File: src/rtl/uart_pkg.sv
// Shared types for the configurable UART core: parity modes,
// TX/RX state encodings and the parity helper.
package uart_pkg;

  typedef enum logic [1:0] {
    PAR_NONE = 2'b00,
    PAR_EVEN = 2'b01,
    PAR_ODD  = 2'b10
  } par_mode_e;

  typedef enum logic [2:0] {
    TX_IDLE,
    TX_START,
    TX_DATA,
    TX_PARITY,
    TX_STOP
  } tx_state_e;

  typedef enum logic [2:0] {
    RX_IDLE,
    RX_START,
    RX_DATA,
    RX_PARITY,
    RX_STOP
  } rx_state_e;

  // Zero-extension to 8 bits leaves both XOR and XNOR reductions intact.
  function automatic logic par_calc(input logic [1:0] mode,
                                    input logic [7:0] d);
    return (mode == PAR_ODD) ? ~^d : ^d;
  endfunction

endpackage

File: src/rtl/uart_fifo.sv
// Synchronous first-word-fall-through FIFO; writes when full and
// reads when empty are ignored.
module uart_fifo #(
  parameter int ADDR_WIDTH = 4,
  parameter int DATA_WIDTH = 8
) (
  input  logic                  clk_i,
  input  logic                  rst_i,
  input  logic                  wr_i,
  input  logic [DATA_WIDTH-1:0] wdata_i,
  input  logic                  rd_i,
  output logic [DATA_WIDTH-1:0] rdata_o,
  output logic                  full_o,
  output logic                  empty_o
);

  localparam int CW = ADDR_WIDTH + 1;
  localparam int DEPTH = 2 ** ADDR_WIDTH;

  logic [DATA_WIDTH-1:0] mem_q [DEPTH];
  logic [ADDR_WIDTH-1:0] wptr_q, rptr_q;
  logic [CW-1:0]         cnt_q;
  logic                  we, re;

  assign full_o  = (cnt_q == CW'(DEPTH));
  assign empty_o = (cnt_q == '0);
  assign we      = wr_i & ~full_o;
  assign re      = rd_i & ~empty_o;
  assign rdata_o = empty_o ? '0 : mem_q[rptr_q];

  always_ff @(posedge clk_i) begin
    if (rst_i) begin
      wptr_q <= '0;
      rptr_q <= '0;
      cnt_q  <= '0;
    end else begin
      if (we) wptr_q <= wptr_q + ADDR_WIDTH'(1);
      if (re) rptr_q <= rptr_q + ADDR_WIDTH'(1);
      if (we && !re)      cnt_q <= cnt_q + CW'(1);
      else if (re && !we) cnt_q <= cnt_q - CW'(1);
    end
  end

  always_ff @(posedge clk_i) begin
    if (we) mem_q[wptr_q] <= wdata_i;
  end

endmodule

File: src/rtl/uart_core_cfg.sv
// Runtime-configurable UART core with TX/RX FIFOs and sticky errors.
// Parity support is compiled in only when UART_PARITY_EN is defined.
module uart_core_cfg
  import uart_pkg::*;
#(
  parameter int DATA_BITS   = 8,
  parameter int OVER_SAMPLE = 16,
  parameter int DIV_WIDTH   = 16,
  parameter int ADDR_WIDTH  = 4
) (
  input  logic                 clk,
  input  logic                 rst,
  input  logic [DIV_WIDTH-1:0] baud_div,
  input  logic [1:0]           parity_mode,
  input  logic                 stop2,
  input  logic                 wr_uart,
  input  logic [DATA_BITS-1:0] w_data,
  output logic                 tx_full,
  output logic                 tx_busy,
  input  logic                 rd_uart,
  output logic [DATA_BITS-1:0] r_data,
  output logic                 rx_empty,
  input  logic                 err_clr,
  output logic                 frame_err,
  output logic                 parity_err,
  output logic                 overrun_err,
  input  logic                 rx,
  output logic                 tx
);

  localparam int TW = $clog2(OVER_SAMPLE);
  localparam logic [TW-1:0] T_LAST = TW'(OVER_SAMPLE - 1);
  localparam logic [TW-1:0] T_HALF = TW'(OVER_SAMPLE / 2 - 1);
  localparam logic [2:0]    B_LAST = 3'(DATA_BITS - 1);

  logic [DIV_WIDTH-1:0] div_q, div_d;
  logic                 tick;
  logic                 par_en;

  assign tick  = (div_q >= baud_div);
  assign div_d = tick ? '0 : div_q + DIV_WIDTH'(1);

  // TX datapath
  tx_state_e            txs_q, txs_d;
  logic [TW-1:0]        txt_q, txt_d;
  logic [2:0]           txb_q, txb_d;
  logic [DATA_BITS-1:0] txsh_q, txsh_d;
  logic                 txp_q, txp_d;
  logic                 tx_pop, tx_empty, tx_end;
  logic [DATA_BITS-1:0] tx_dout;

  // RX datapath
  rx_state_e            rxs_q, rxs_d;
  logic [TW-1:0]        rxt_q, rxt_d;
  logic [2:0]           rxb_q, rxb_d;
  logic [DATA_BITS-1:0] rxsh_q, rxsh_d;
  logic                 rxp_q, rxp_d;
  logic [1:0]           sync_q;
  logic                 rx_s, rx_end, rx_push, rx_full;
  logic                 frame_set, ovr_set, par_set;
  logic                 ferr_q, oerr_q;

  assign rx_s   = sync_q[1];
  assign tx_end = tick && (txt_q == T_LAST);
  assign rx_end = tick &&
                  (rxt_q == ((rxs_q == RX_START) ? T_HALF : T_LAST));

  always_comb begin
    txs_d  = txs_q;
    txt_d  = txt_q;
    txb_d  = txb_q;
    txsh_d = txsh_q;
    txp_d  = txp_q;
    tx_pop = 1'b0;
    if (txs_q != TX_IDLE && tick)
      txt_d = tx_end ? '0 : txt_q + TW'(1);
    unique case (txs_q)
      TX_IDLE: if (!tx_empty) begin
        tx_pop = 1'b1;
        txsh_d = tx_dout;
        txp_d  = par_calc(parity_mode, 8'(tx_dout));
        txt_d  = '0;
        txs_d  = TX_START;
      end
      TX_START: if (tx_end) begin
        txb_d = '0;
        txs_d = TX_DATA;
      end
      TX_DATA: if (tx_end) begin
        txsh_d = txsh_q >> 1;
        txb_d  = txb_q + 3'd1;
        if (txb_q == B_LAST) begin
          txb_d = '0;
          txs_d = par_en ? TX_PARITY : TX_STOP;
        end
      end
      TX_PARITY: if (tx_end) txs_d = TX_STOP;
      TX_STOP: if (tx_end) begin
        if (stop2 && txb_q == '0) txb_d = 3'd1;
        else                      txs_d = TX_IDLE;
      end
      default: txs_d = TX_IDLE;
    endcase
  end

  assign tx = (txs_q == TX_START)  ? 1'b0 :
              (txs_q == TX_DATA)   ? txsh_q[0] :
              (txs_q == TX_PARITY) ? txp_q : 1'b1;
  assign tx_busy = (txs_q != TX_IDLE);

  always_comb begin
    rxs_d     = rxs_q;
    rxt_d     = rxt_q;
    rxb_d     = rxb_q;
    rxsh_d    = rxsh_q;
    rxp_d     = rxp_q;
    rx_push   = 1'b0;
    frame_set = 1'b0;
    if (rxs_q != RX_IDLE && tick)
      rxt_d = rx_end ? '0 : rxt_q + TW'(1);
    unique case (rxs_q)
      RX_IDLE: if (!rx_s) begin
        rxt_d = '0;
        rxs_d = RX_START;
      end
      // A start bit that is high again at mid-bit was only a glitch.
      RX_START: if (rx_end) begin
        rxb_d = '0;
        rxs_d = rx_s ? RX_IDLE : RX_DATA;
      end
      RX_DATA: if (rx_end) begin
        rxsh_d = {rx_s, rxsh_q[DATA_BITS-1:1]};
        rxb_d  = rxb_q + 3'd1;
        if (rxb_q == B_LAST)
          rxs_d = par_en ? RX_PARITY : RX_STOP;
      end
      RX_PARITY: if (rx_end) begin
        rxp_d = rx_s;
        rxs_d = RX_STOP;
      end
      RX_STOP: if (rx_end) begin
        rxs_d     = RX_IDLE;
        rx_push   = rx_s;
        frame_set = ~rx_s;
      end
      default: rxs_d = RX_IDLE;
    endcase
  end

  assign ovr_set = rx_push & rx_full;
  assign par_set = rx_push & par_en &
                   (rxp_q != par_calc(parity_mode, 8'(rxsh_q)));

  always_ff @(posedge clk) begin
    if (rst) begin
      div_q  <= '0;
      txs_q  <= TX_IDLE;
      txt_q  <= '0;
      txb_q  <= '0;
      txsh_q <= '0;
      txp_q  <= 1'b0;
      rxs_q  <= RX_IDLE;
      rxt_q  <= '0;
      rxb_q  <= '0;
      rxsh_q <= '0;
      rxp_q  <= 1'b0;
      sync_q <= 2'b11;
      ferr_q <= 1'b0;
      oerr_q <= 1'b0;
    end else begin
      div_q  <= div_d;
      txs_q  <= txs_d;
      txt_q  <= txt_d;
      txb_q  <= txb_d;
      txsh_q <= txsh_d;
      txp_q  <= txp_d;
      rxs_q  <= rxs_d;
      rxt_q  <= rxt_d;
      rxb_q  <= rxb_d;
      rxsh_q <= rxsh_d;
      rxp_q  <= rxp_d;
      sync_q <= {sync_q[0], rx};
      ferr_q <= frame_set | (ferr_q & ~err_clr);
      oerr_q <= ovr_set | (oerr_q & ~err_clr);
    end
  end

  assign frame_err   = ferr_q;
  assign overrun_err = oerr_q;

`ifdef UART_PARITY_EN
  logic perr_q;

  assign par_en = (parity_mode == PAR_EVEN) ||
                  (parity_mode == PAR_ODD);

  always_ff @(posedge clk) begin
    if (rst) perr_q <= 1'b0;
    else     perr_q <= par_set | (perr_q & ~err_clr);
  end

  assign parity_err = perr_q;
`else
  logic unused_par;

  assign par_en     = 1'b0;
  assign parity_err = 1'b0;
  assign unused_par = par_set;
`endif

  uart_fifo #(
    .ADDR_WIDTH(ADDR_WIDTH),
    .DATA_WIDTH(DATA_BITS)
  ) u_tx_fifo (
    .clk_i   (clk),
    .rst_i   (rst),
    .wr_i    (wr_uart),
    .wdata_i (w_data),
    .rd_i    (tx_pop),
    .rdata_o (tx_dout),
    .full_o  (tx_full),
    .empty_o (tx_empty)
  );

  uart_fifo #(
    .ADDR_WIDTH(ADDR_WIDTH),
    .DATA_WIDTH(DATA_BITS)
  ) u_rx_fifo (
    .clk_i   (clk),
    .rst_i   (rst),
    .wr_i    (rx_push),
    .wdata_i (rxsh_q),
    .rd_i    (rd_uart),
    .rdata_o (r_data),
    .full_o  (rx_full),
    .empty_o (rx_empty)
  );

endmodule

File: config.mk
export PLATFORM = sky130hd
export DESIGN_NAME = uart_core_cfg
export DESIGN_NICKNAME = d
export VERILOG_FILES = /design/src/rtl/uart_pkg.sv /design/src/rtl/uart_fifo.sv /design/src/rtl/uart_core_cfg.sv
export SDC_FILE = /design/constraint.sdc
export NUM_CORES = 1
export LEC_CHECK = 0
export ABC_AREA = 1
export CORE_MARGIN = 2
export CORE_UTILIZATION = 49
export CTS_CLUSTER_SIZE = 30
export DETAILED_ROUTE_END_ITERATION = 7
export PLACE_DENSITY_LB_ADDON = 0.08
export REMOVE_ABC_BUFFERS = 1
export SETUP_SLACK_MARGIN = 0.15
export SKIP_CTS_REPAIR_TIMING = 1
export SYNTH_ARGS = -nofsm -noshare
export SYNTH_HDL_FRONTEND = slang
export SYNTH_SLANG_ARGS = --single-unit
File: constraint.sdc
create_clock -name clk -period 4.15 [get_ports clk]
set_input_delay 1.245 -clock clk [delete_from_list [all_inputs] [get_ports clk]]
set_output_delay 1.245 -clock clk [all_outputs]
set_load 0.1 [all_outputs]
## After elaboration in Yosys (flattened, before gate mapping)

Memories as Yosys holds them, arrays and structs flattened. A register that Yosys moved wholly into a read port is not among the register bits.
Cells that the tools add are included.

| cells by class | value |
|---|---|
| $add $sub $neg | 13 |
| magnitude comparators | 1 |
| equality and inequality tests | 29 |
| mux-type cells | 60 |
| bitwise operators | 15 |
| reductions and logical operators | 35 |

Operators with widths:

| kind | number |
|---|---|
| $mux W3 | 19 |
| $mux W4 | 13 |
| $mux W8 | 4 |
| $pmux W3 S5 | 2 |
| $ne A2 B2 Y1 const B | 14 |
| $add A4 B1 Y4 const B | 6 |
| $mux W5 | 4 |
| $add A16 B1 Y16 const B | 1 |
| $ge A16 B16 Y1 | 1 |
| $pmux W8 S2 | 1 |
| $mux W1 | 14 |
| $eq A3 B2 Y1 const B | 4 |
| $eq A3 B3 Y1 const B | 4 |
| $add A5 B1 Y5 const B | 2 |
| $eq A5 B5 Y1 const B | 2 |
| $logic_not A5 Y1 | 2 |
| $sub A5 B1 Y5 const B | 2 |
| $logic_and A1 B1 Y1 | 9 |
| $logic_not A3 Y1 | 3 |
| $pmux W3 S3 | 1 |
| $reduce_bool A3 Y1 | 3 |
| $reduce_bool A2 Y1 | 4 |
| $reduce_xnor A8 Y1 | 1 |
| $reduce_xor A8 Y1 | 1 |
| other kinds (17) | 36 |

| storage, ports and cells | value |
|---|---|
| register bits | 83 |
| memory bits (writable) | 256 |
| input bits | 33 |
| output and inout port bits | 15 |
| word-level logic and storage cells | 174 |
| memories | 2 |

Memories:

| name | words | width | rd ports | clocked after memory_dff | wr ports | line | RTL |
|---|---|---|---|---|---|---|---|
| u_rx_fifo.mem_q | 16 | 8 | 1 | 1 | 1 | uart_fifo.sv:20 | `logic [DATA_WIDTH-1:0] mem_q [DEPTH];` |
| u_tx_fifo.mem_q | 16 | 8 | 1 | 1 | 1 | uart_fifo.sv:20 |  |

## Depth between registers and ports, before layout

Gate-level depths: netlist (run 1).

| logic depth | value |
|---|---|
| word-level depth | 11 |
| depth in mapped cells | 22 |
| gate-level depth less buffers | 21 |

## By module

A second synthesis (run 1) with hierarchy kept.

| second synthesis, totals | value |
|---|---|
| cells, all modules | 1,553 |
| area total of the unflattened synthesis | 15,452.3 µm² |

By module, submodules not included:

| module | times used | cells each | area an instance (µm²) | seq. area each (µm²) |
|---|---|---|---|---|
| uart_fifo | 2 | 546 | 6,075.8 | 4,184.0 |
| uart_core_cfg | 1 | 461 | 3,300.7 | 1,141.1 |

## Least setup slack after synthesis (run 1)

OpenSTA, ideal clock, no wires.

| timing path | value |
|---|---|
| path type | input -> register |
| from | in baud_div[15] |
| to | reg u_rx_fifo.cnt_q[4] |
| setup time | 119 ps |
| data arrival time | 3,874 ps |
| data required time | 4,031 ps |
| path slack | 157 ps |
| stages | 21 |
| buffers on the path | 1 |
| cell sequence | inv_1 -> ha_1 -> nand2_1 -> inv_1 -> nand3_1 -> nor3_1 -> nand3_1 -> nand3_1 -> nand2_1 -> nor3_2 -> buf_4 -> ha_1 -> inv_1 -> fa_1 -> a21o_1 -> a21oi_1 -> nor2_1 -> nor2_1 -> nand2_1 -> o21ai_0 -> a21oi_1 |

| between the ends | value |
|---|---|
| word-level cells in the longest chain between the ends | 8 |
| elaborated cells on any way between the ends | 10 |
| those cells by class | 1 x order compare; 3 x mux; 1 x bitwise; 5 x reduce/logical |

RTL lines:

| item | line | RTL |
|---|---|---|
| from (decl) | uart_core_cfg.sv:13 | `input logic [DIV_WIDTH-1:0] baud_div,` |
| $ge A16 B16 Y1 * | uart_core_cfg.sv:40 | `assign tick = (div_q >= baud_div);` |
| $logic_and A1 B1 Y1 * | uart_core_cfg.sv:65 | `assign rx_end = tick &&` |
| $mux W1 * | uart_core_cfg.sv:141 | `RX_STOP: if (rx_end) begin` |
| $mux W1 * | uart_core_cfg.sv:121 | `unique case (rxs_q)` |
| $and A1 B1 Y1 * | uart_fifo.sv:27 | `assign we = wr_i & ~full_o;` |
| net u_rx_fifo.we | uart_fifo.sv:23 | `logic we, re;` |
| $logic_not A1 Y1 | uart_fifo.sv:40 | `else if (re && !we) cnt_q <= cnt_q - CW'(1);` |
| $logic_and A1 B1 Y1 | uart_fifo.sv:40 |  |
| $reduce_bool A2 Y1 (no source line) | n/a |  |
| to (signal assigned) | uart_fifo.sv:39 | `if (we && !re) cnt_q <= cnt_q + CW'(1);` |
| to (signal assigned) | uart_fifo.sv:40 |  |
| to (decl) | uart_fifo.sv:22 | `logic [CW-1:0] cnt_q;` |

The timed path passes the listed nets; every way through them passes the cells marked *.
A chain may end at the register's enable or synchronous reset.

## Worst setup path in the final report (run 1)

| timing path | value |
|---|---|
| from | in baud_div[9] |
| to | reg u_rx_fifo.cnt_q[4] |

| between the ends | value |
|---|---|
| word-level cells in the longest chain between the ends | 8 |
| elaborated cells on any way between the ends | 10 |
| those cells by class | 1 x order compare; 3 x mux; 1 x bitwise; 5 x reduce/logical |

RTL lines:

| item | line |
|---|---|
| $ge A16 B16 Y1 * | uart_core_cfg.sv:40 |
| $logic_and A1 B1 Y1 * | uart_core_cfg.sv:65 |
| $mux W1 * | uart_core_cfg.sv:141 |
| $mux W1 * | uart_core_cfg.sv:121 |
| $and A1 B1 Y1 * | uart_fifo.sv:27 |
| $logic_not A1 Y1 | uart_fifo.sv:40 |
| $logic_and A1 B1 Y1 | uart_fifo.sv:40 |
| $reduce_bool A2 Y1 (no source line) | n/a |

Mark *: on every way between the ends. The rest lies on a longest branch, timed or not.

==> metrics.md, run 1 <==
| Metric | Value |
|---|---|
| I/O Buffers | 46 |
| GRT overflow | 0 |
| GRT Overall Usage | 0.209 |
| Drt pass-1 iters | 5 |
| CTS max path bufs | 3 |
| Worst Path Required | 4550 ps |
| Cell area after synthesis | 0.0152 sq mm |
| Sequential element share of the synthesized area | 0.625 |
| Placed cell count | 1922 |
| Synth async-reset ratio | 0 |
| Detail Route Antenna Nets | 0 |
| Routed vias | 10526 |
| CP Capture Point | u_rx_fifo.cnt_q[4] |
| Synth area leaders | edfxtp_1, dfxtp_1, nor2_1, nand2_1, o21ai_0 |
| Syn-to-layout area delta | 16.7% |
| Synth Area in Simple Gates | 0.167 |
| Worst EP arrival | 4260 ps |
| Max stage delay cell, worst path | clkdlybuf4s50_1 |
| Rel. slew slack | 0.356 |
| Mux contribution to synthesized area | 0 |
| Routed vias/inst | 5.29 |
| Clock latency at the later pin of the worst-skew pair | 520 ps |
| Top-count cell post-synth | nor2_1 |
| Library cells used by synthesis | 45 |
| Clock Sinks | 347 |
| Worst slew pin tran | 964 ps |
| Fin. Hold Viols | 0 |
| Leakage | 0.00663 uW |
| R2r setup slk | 990 ps |
| Die Wd | 180 microns |
| Fmax | 259 MHz |
| Most used cell, CP | a21oi_1 |
| XOR/XNOR share of the synthesized area | 0.00576 |
| Met1 WL | 15900 microns |
| Initial antenna violation count | 0 |
| Compound-Gate Fraction of Synth Area | 0.105 |
| Peak supply drop | 0.000482 V |
| Area leader, netlist | edfxtp_1 |
| Clk_skew | 19.3 ps |
| Synth Area in Adders | 0.0372 |
| Drc violations | 0 |
| Pwr Density | 601 mW/mm^2 |
| Core area | 0.0306 sq mm |
| Share of layout cells above drive strength 1 | 0.124 |
| Reg-to-Reg Start | div_q[15] |
| I/O pins | 48 |
| Total wire length | 34300 microns |
| Worst-path clk slew | 60 ps |
| Critical Path, Cell by Cell | clkdlybuf4s50_1 -> inv_1 -> ha_1 -> a21oi_1 -> o21ai_0 -> a21oi_1 -> nand3_2 -> buf_12 -> nand2_4 -> nor3_4 -> ha_2 -> inv_2 -> fa_2 -> a21o_1 -> a21oi_2 -> nor2_1 -> nor2_1 -> nand2_2 -> o21ai_2 -> a21oi_1 |
| CP max FO | 3 |
| Diodes inserted | 0 |
| Vias in the first global route | 10106 |
| Final Cycle Share | 0.931 |
| Row cnt | 64 |
| CTS HTree Levels | 2 |
| Nets | 1645 |
| R2R cell count | 20 |
| YS warnings | 0 |
| Hold Path Class | reg -> reg |
| Routed length on met2 | 16200 microns |
| # Max-Cap Violations | 0 |
| Post-synth top cells | nor2_1, edfxtp_1, nand2_1 |
| Max Used Layer | met4 |
| Fin Setup TNS | 0 ps |
| Status | finished clean |
| Share of the synthesized area in the top cell type | 0.506 |
| Post-Synthesis Cells | 1486 |
| Pins Over Slew Limit | 0 |
| Post-synth top flop | edfxtp_1 |
| Kind of critical path | in -> reg |
| Die height | 180 microns |
| Post-synth EDFFs | 256 |
| Largest net degree at the start of global routing | 78 |
| Final GP Congestion | 0.804 |
| CTS tree | built |
| Critical Path Source Type | primary input |
| TritonCTS Buffers | 38 |
| Minimum clock period | 3860 ps |
| Root Driver | clkbuf_16 |
| Reg2reg end | u_rx_fifo.cnt_q[4] |
| Seq cells post-synth | 347 |
| DR iter-0 viols | 820 |
| Die area | 0.0325 sq mm |
| Final setup viols | 0 |
| First-pass GRT wire length | 54000 microns |
| Detailed placement HPWL | 21500 microns |
| CP max stage delay | 450 ps |
| RSZ-0062 raised after global routing | yes |
| Non-filler instance count after layout | 1990 |
| Met3 Routed Length | 1440 microns |
| Starting density of the core | 0.497 |
| DR WL/cell | 17.2 microns |
| Setup crit start | baud_div[9] |
| Largest family of logic cells by synthesized area | simple AND/OR/NAND/NOR gates |
| Crit path capture type | flip-flop |
| Mean Syn Cell Area | 10.2 sq um |
-- metrics by stage --
stage	instance area [sq um]	utilization	power [uW]	hold slack, ps	worst slack [ps]
floorplan	14900	-	6370	389	-466
global placement	16300	0.533	7470	403	-419
detailed placement	16300	0.533	7510	407	-495
CTS	17500	0.571	10700	421	38.7
global route	17700	0.580	11200	435	137
finish	17700	0.580	10700	420	288
-- worst min-delay path by stage --
stage          cells past startpoint  slack [ps]      start         to
2_1_floorplan                      1         390  sync_q[0]  sync_q[1]
3_3_place_gp                       1         400  sync_q[0]  sync_q[1]
3_5_place_dp                       1         410  sync_q[0]  sync_q[1]
4_1_cts                            1         420  sync_q[0]  sync_q[1]
5_1_grt                            1         440  sync_q[0]  sync_q[1]
6_report                           1         420  sync_q[0]  sync_q[1]
-- area by class of cell --
type,instances,area [sq um]
Fill cell,2601,12800
Sequential cell,347,9510
Multi-Input combinational cell,933,5000
Clock buffer,54,1080
Timing Repair Buffer,101,1000
Inverter,147,563
Tap cell,396,495
Clock inverter,12,87.6
-- worst max-delay path, delay by kind of cell --
| family | cells | cell delay (ps) |
|---|---|---|
| adder cells (fa/ha/maj) | 3 | 870 |
| AO/OA/AOI/OAI | 7 | 840 |
| buffers and inverters | 4 | 670 |
| AND/OR/NAND/NOR | 6 | 620 |
-- routing by layer --
layer	vias up	GRT usage
met5	-	0
met4	0	0.0590
met3	50	0.0257
met2	209	0.345
met1	4994	0.292
li1	5273	-
-- cells by family after synthesis --
logic type | Yosys count
adder cells (fa/ha/maj) | 44
AO/OA/AOI/OAI | 273
AND/OR/NAND/NOR | 605
buffers and inverters | 206
other | 1
flip-flops | 347
XOR/XNOR | 10
-- sequential cells by signal, summed over array words and instances (netlist names), 3 cells and up, named ones only --
name and count:
rxs_q 3, txsh_q 8, u_rx_fifo.wptr_q 4, txt_q 4, u_tx_fifo.cnt_q 5, u_tx_fifo.mem_q 128
rxt_q 4, div_q 16, txs_q 3, rxsh_q 8, u_rx_fifo.cnt_q 5, u_rx_fifo.rptr_q 4
u_rx_fifo.mem_q 128, txb_q 3, u_tx_fifo.rptr_q 4, u_tx_fifo.wptr_q 4, rxb_q 3
-- where the power goes --
group	internal [uW]	total [uW]	switching [uW]
Sequential	3860	4000	138
Combinational	1110	3490	2390
Clock	1880	3180	1300
-- cell usage in the layout (no fill, tap or decap), types with 5 or more instances in the layout --
cell type and n:
nand2_2 12, ha_4 10, o221ai_1 26, xor2_1 6
nand3_2 5, buf_12 10, nor2_2 6, nor2_1 259
nand2_1 194, dlymetal6s2s_1 13, inv_2 12, clkbuf_16 40
nor3_1 9, a21oi_1 61, o21ai_0 140, clkdlybuf4s50_1 21
buf_4 57, dfxtp_1 89, nand4_1 9, inv_1 131
o211ai_2 10, clkbuf_1 11, o22ai_1 7, edfxtp_1 256
o21ai_1 8, clkinv_2 6, ha_1 30, nand3_1 93
Power figures use the tool's default switching activity.
==> inputs of run 2 (changes only) <==
--- a/config.mk
+++ b/config.mk
@@ -6,10 +6,12 @@
 export NUM_CORES = 1
 export LEC_CHECK = 0
 export ABC_AREA = 1
-export CORE_MARGIN = 2
+export CORE_MARGIN = 10
 export CORE_UTILIZATION = 49
+export CTS_BUF_LIST = sky130_fd_sc_hd__clkbuf_8
 export CTS_CLUSTER_SIZE = 30
 export DETAILED_ROUTE_END_ITERATION = 7
+export GPL_TIMING_DRIVEN = 0
 export PLACE_DENSITY_LB_ADDON = 0.08
 export REMOVE_ABC_BUFFERS = 1
 export SETUP_SLACK_MARGIN = 0.15
==> run 2 against run 1 <==
- fmax down 0.35%
- largest cell class unchanged
- total power down 6.9%
- global-route usage down 4.0 points
- design area is 2.0% lower
- highest routed layer unchanged
- critical path depth down 1
- worst setup slack got worse by 14 ps
- core utilization decreased by 1.1 points
- clock power down 14%
==> metrics.md, run 2 (synthesized netlist as in run 1, its figures left out) <==
| Metric | Value |
|---|---|
| Status | finished clean (unchanged) |
| Met3 Routed Length | 1730 microns (was 1440 microns) |
| Hold Path Class | reg -> reg (unchanged) |
| Share of layout cells above drive strength 1 | 0.122 (was 0.124) |
| Routed vias | 10589 (was 10526) |
| Clk_skew | 52.6 ps (was 19.3 ps) |
| WHS | 415 ps (was 420 ps) |
| Syn-to-layout area delta | 14.4% (was 16.7%) |
| First-pass GRT wire length | 52500 microns (was 54000 microns) |
| CTS max path bufs | 3 (unchanged) |
| Vias in the first global route | 9933 (was 10106) |
| Die Wd | 196 microns (was 180 microns) |
| I/O Buffers | 46 (unchanged) |
| Critical Path, Cell by Cell | clkdlybuf4s50_1 -> inv_1 -> ha_4 -> nand2_2 -> nor3_4 -> nand3_2 -> nand3_4 -> nand2_4 -> nor3_4 -> ha_2 -> inv_4 -> fa_2 -> a21o_1 -> a21oi_2 -> nor2_1 -> nor2_1 -> nand2_1 -> o21ai_1 -> a21oi_1 (was clkdlybuf4s50_1 -> inv_1 -> ha_1 -> a21oi_1 -> o21ai_0 -> a21oi_1 -> nand3_2 -> buf_12 -> nand2_4 -> nor3_4 -> ha_2 -> inv_2 -> fa_2 -> a21o_1 -> a21oi_2 -> nor2_1 -> nor2_1 -> nand2_2 -> o21ai_2 -> a21oi_1) |
| Worst slew pin tran | 1060 ps (was 964 ps) |
| Drc violations | 0 (unchanged) |
| Worst Path Required | 4620 ps (was 4550 ps) |
| Final Cycle Share | 0.934 (was 0.931) |
| Nets | 1628 (was 1645) |
| Sw Pwr | 3750 uW (was 3820 uW) |
| Regs by FF count | u_rx_fifo.mem_q x128, u_tx_fifo.mem_q x128, div_q x16 (unchanged) |
| Drt pass-1 iters | 5 (unchanged) |
| Minimum clock period | 3880 ps (was 3860 ps) |
| Rel. slew slack | 0.295 (was 0.356) |
| Max stage delay cell, worst path | clkdlybuf4s50_1 (unchanged) |
| Filler cells | 2623 (was 2601) |
| Met1 WL | 15800 microns (was 15900 microns) |
| CP max stage delay | 460 ps (was 450 ps) |
| Pins Over Slew Limit | 0 (unchanged) |
| Die area | 0.0385 sq mm (was 0.0325 sq mm) |
| DR WL/cell | 17.2 microns (about the same) |
| RSZ-0062 raised after global routing | no (was yes) |
| CP max FO | 4 (was 3) |
| Die height | 196 microns (was 180 microns) |
| Kind of critical path | in -> reg (unchanged) |
| Worst EP arrival | 4340 ps (was 4260 ps) |
| Net Sw Frac | 0.377 (was 0.358) |
| Max Used Layer | met4 (unchanged) |
| Largest net degree at the start of global routing | 79 (was 78) |
| GRT Overall Usage | 0.169 (was 0.209) |
| Clock latency at the later pin of the worst-skew pair | 620 ps (was 520 ps) |
| Routed length on met2 | 16100 microns (was 16200 microns) |
| Fmax | 258 MHz (was 259 MHz) |
| Clk pwr share | 0.274 (was 0.298) |
| Pwr Density | 571 mW/mm^2 (was 601 mW/mm^2) |
| DR iter-0 viols | 660 (was 820) |
| Detail Route Antenna Nets | 0 (unchanged) |
| I/O pins | 48 (unchanged) |
| CP delay by family, top | simple AND/OR/NAND/NOR gates (was adder cells) |
| Total power | 9930 uW (was 10700 uW) |
| Root Driver | clkbuf_8 (was clkbuf_16) |
| Detailed placement HPWL | 20500 microns (was 21500 microns) |
| Starting density of the core | 0.497 (unchanged) |
| Routed vias/inst | 5.31 (was 5.29) |
| Sequential power share | 0.419 (was 0.375) |
| CP bufs+invs | 3 (was 4) |
| Fin Setup TNS | 0 ps (unchanged) |
| TritonCTS Buffers | 56 (was 38) |
| Commonest non-fill, non-tap cell in the layout | nor2_1 (unchanged) |
| Core area | 0.0306 sq mm (unchanged) |
| CTS tree | built (unchanged) |
| Final GP Congestion | 0.774 (was 0.804) |
| Comb pwr share | 0.307 (was 0.327) |
| Diodes inserted | 0 (unchanged) |
| Placed instance area | 0.0158 sq mm (was 0.0163 sq mm) |
| Pint | 6180 uW (was 6850 uW) |
| Critical Path Source Type | primary input (unchanged) |
| Crit path capture type | flip-flop (unchanged) |
| Worst-path clk slew | 70 ps (was 60 ps) |
| Clock Sinks | 347 (unchanged) |
| Leakage | 0.00651 uW (was 0.00663 uW) |
| Most frequent cells in the layout | nor2_1, edfxtp_1, nand2_1 (unchanged) |
| GRT overflow | 0 (unchanged) |
| Total wire length | 34300 microns (about the same) |
| Initial antenna violation count | 0 (unchanged) |
| Fin. Hold Viols | 0 (unchanged) |
| Post-route cell area | 0.0174 sq mm (was 0.0177 sq mm) |
| CTS HTree Levels | 2 (unchanged) |
| Final setup viols | 0 (unchanged) |
| Row cnt | 64 (unchanged) |
| # Max-Cap Violations | 0 (unchanged) |
| Peak supply drop | 0.000545 V (was 0.000482 V) |
## run 2: final timing paths
path | end | depth (start not counted) | start | slack [ps]
max reg2reg | u_rx_fifo.cnt_q[4] | 19 | div_q[15] | 920
max | u_rx_fifo.cnt_q[4] | 19 | baud_div[8] | 270
min reg2reg | sync_q[1] | 1 | sync_q[0] | 420
min | sync_q[1] | 1 | sync_q[0] | 420
## run 2: worst register-to-register path, delay by kind of cell, from the launching register on
kind | cells | cell delay [ps]
fa+ha+maj | 3 | 880
flops | 1 | 350
compound gates | 4 | 540
buf+inv | 2 | 120
simple gates | 10 | 1240
## run 2: power by group through the flow
stage | Sequential [uW] | Combinational, uW | Clock, uW
floorplan | 4150 | 2220 | 0
global route | 4200 | 3410 | 2930
global placement | 4270 | 2910 | 0
finish | 4160 | 3050 | 2720
detailed placement | 4250 | 2970 | 0
CTS | 4180 | 2980 | 2780
## run 2: area by class of cell
| class | count | area [sq um] | share of cell area |
|---|---|---|---|
| clock inverters | 41 | 183 | 0.0105 |
| repair buffers | 65 | 654 | 0.0376 |
| inverters | 147 | 579 | 0.0333 |
| repair inverters | 1 | 7.51 | 0.000432 |
| well taps | 396 | 495 | 0.0285 |
| clock buffers | 63 | 867 | 0.0498 |
| multi-input cells | 933 | 5090 | 0.293 |
| flip-flops and latches | 347 | 9520 | 0.547 |
## run 2: metrics by stage
| stage | setup WS [ps] | utilization | cells |
|---|---|---|---|
| floorplan | -466 | - | 1427 |
| global route | 106 | 0.569 | 1993 |
| CTS | -1660 | 0.552 | 1974 |
| finish | 274 | 0.569 | 1993 |
| detailed placement | -1460 | 0.518 | 1870 |
| global placement | -1970 | 0.517 | 1869 |
## run 2: metal layers
| metal | GRT usage | up-vias |
|---|---|---|
| li1 | - | 5244 |
| met1 | 0.229 | 5076 |
| met3 | 0.0266 | 47 |
| met2 | 0.274 | 222 |
| met4 | 0.0467 | 0 |
| met5 | 0 | - |
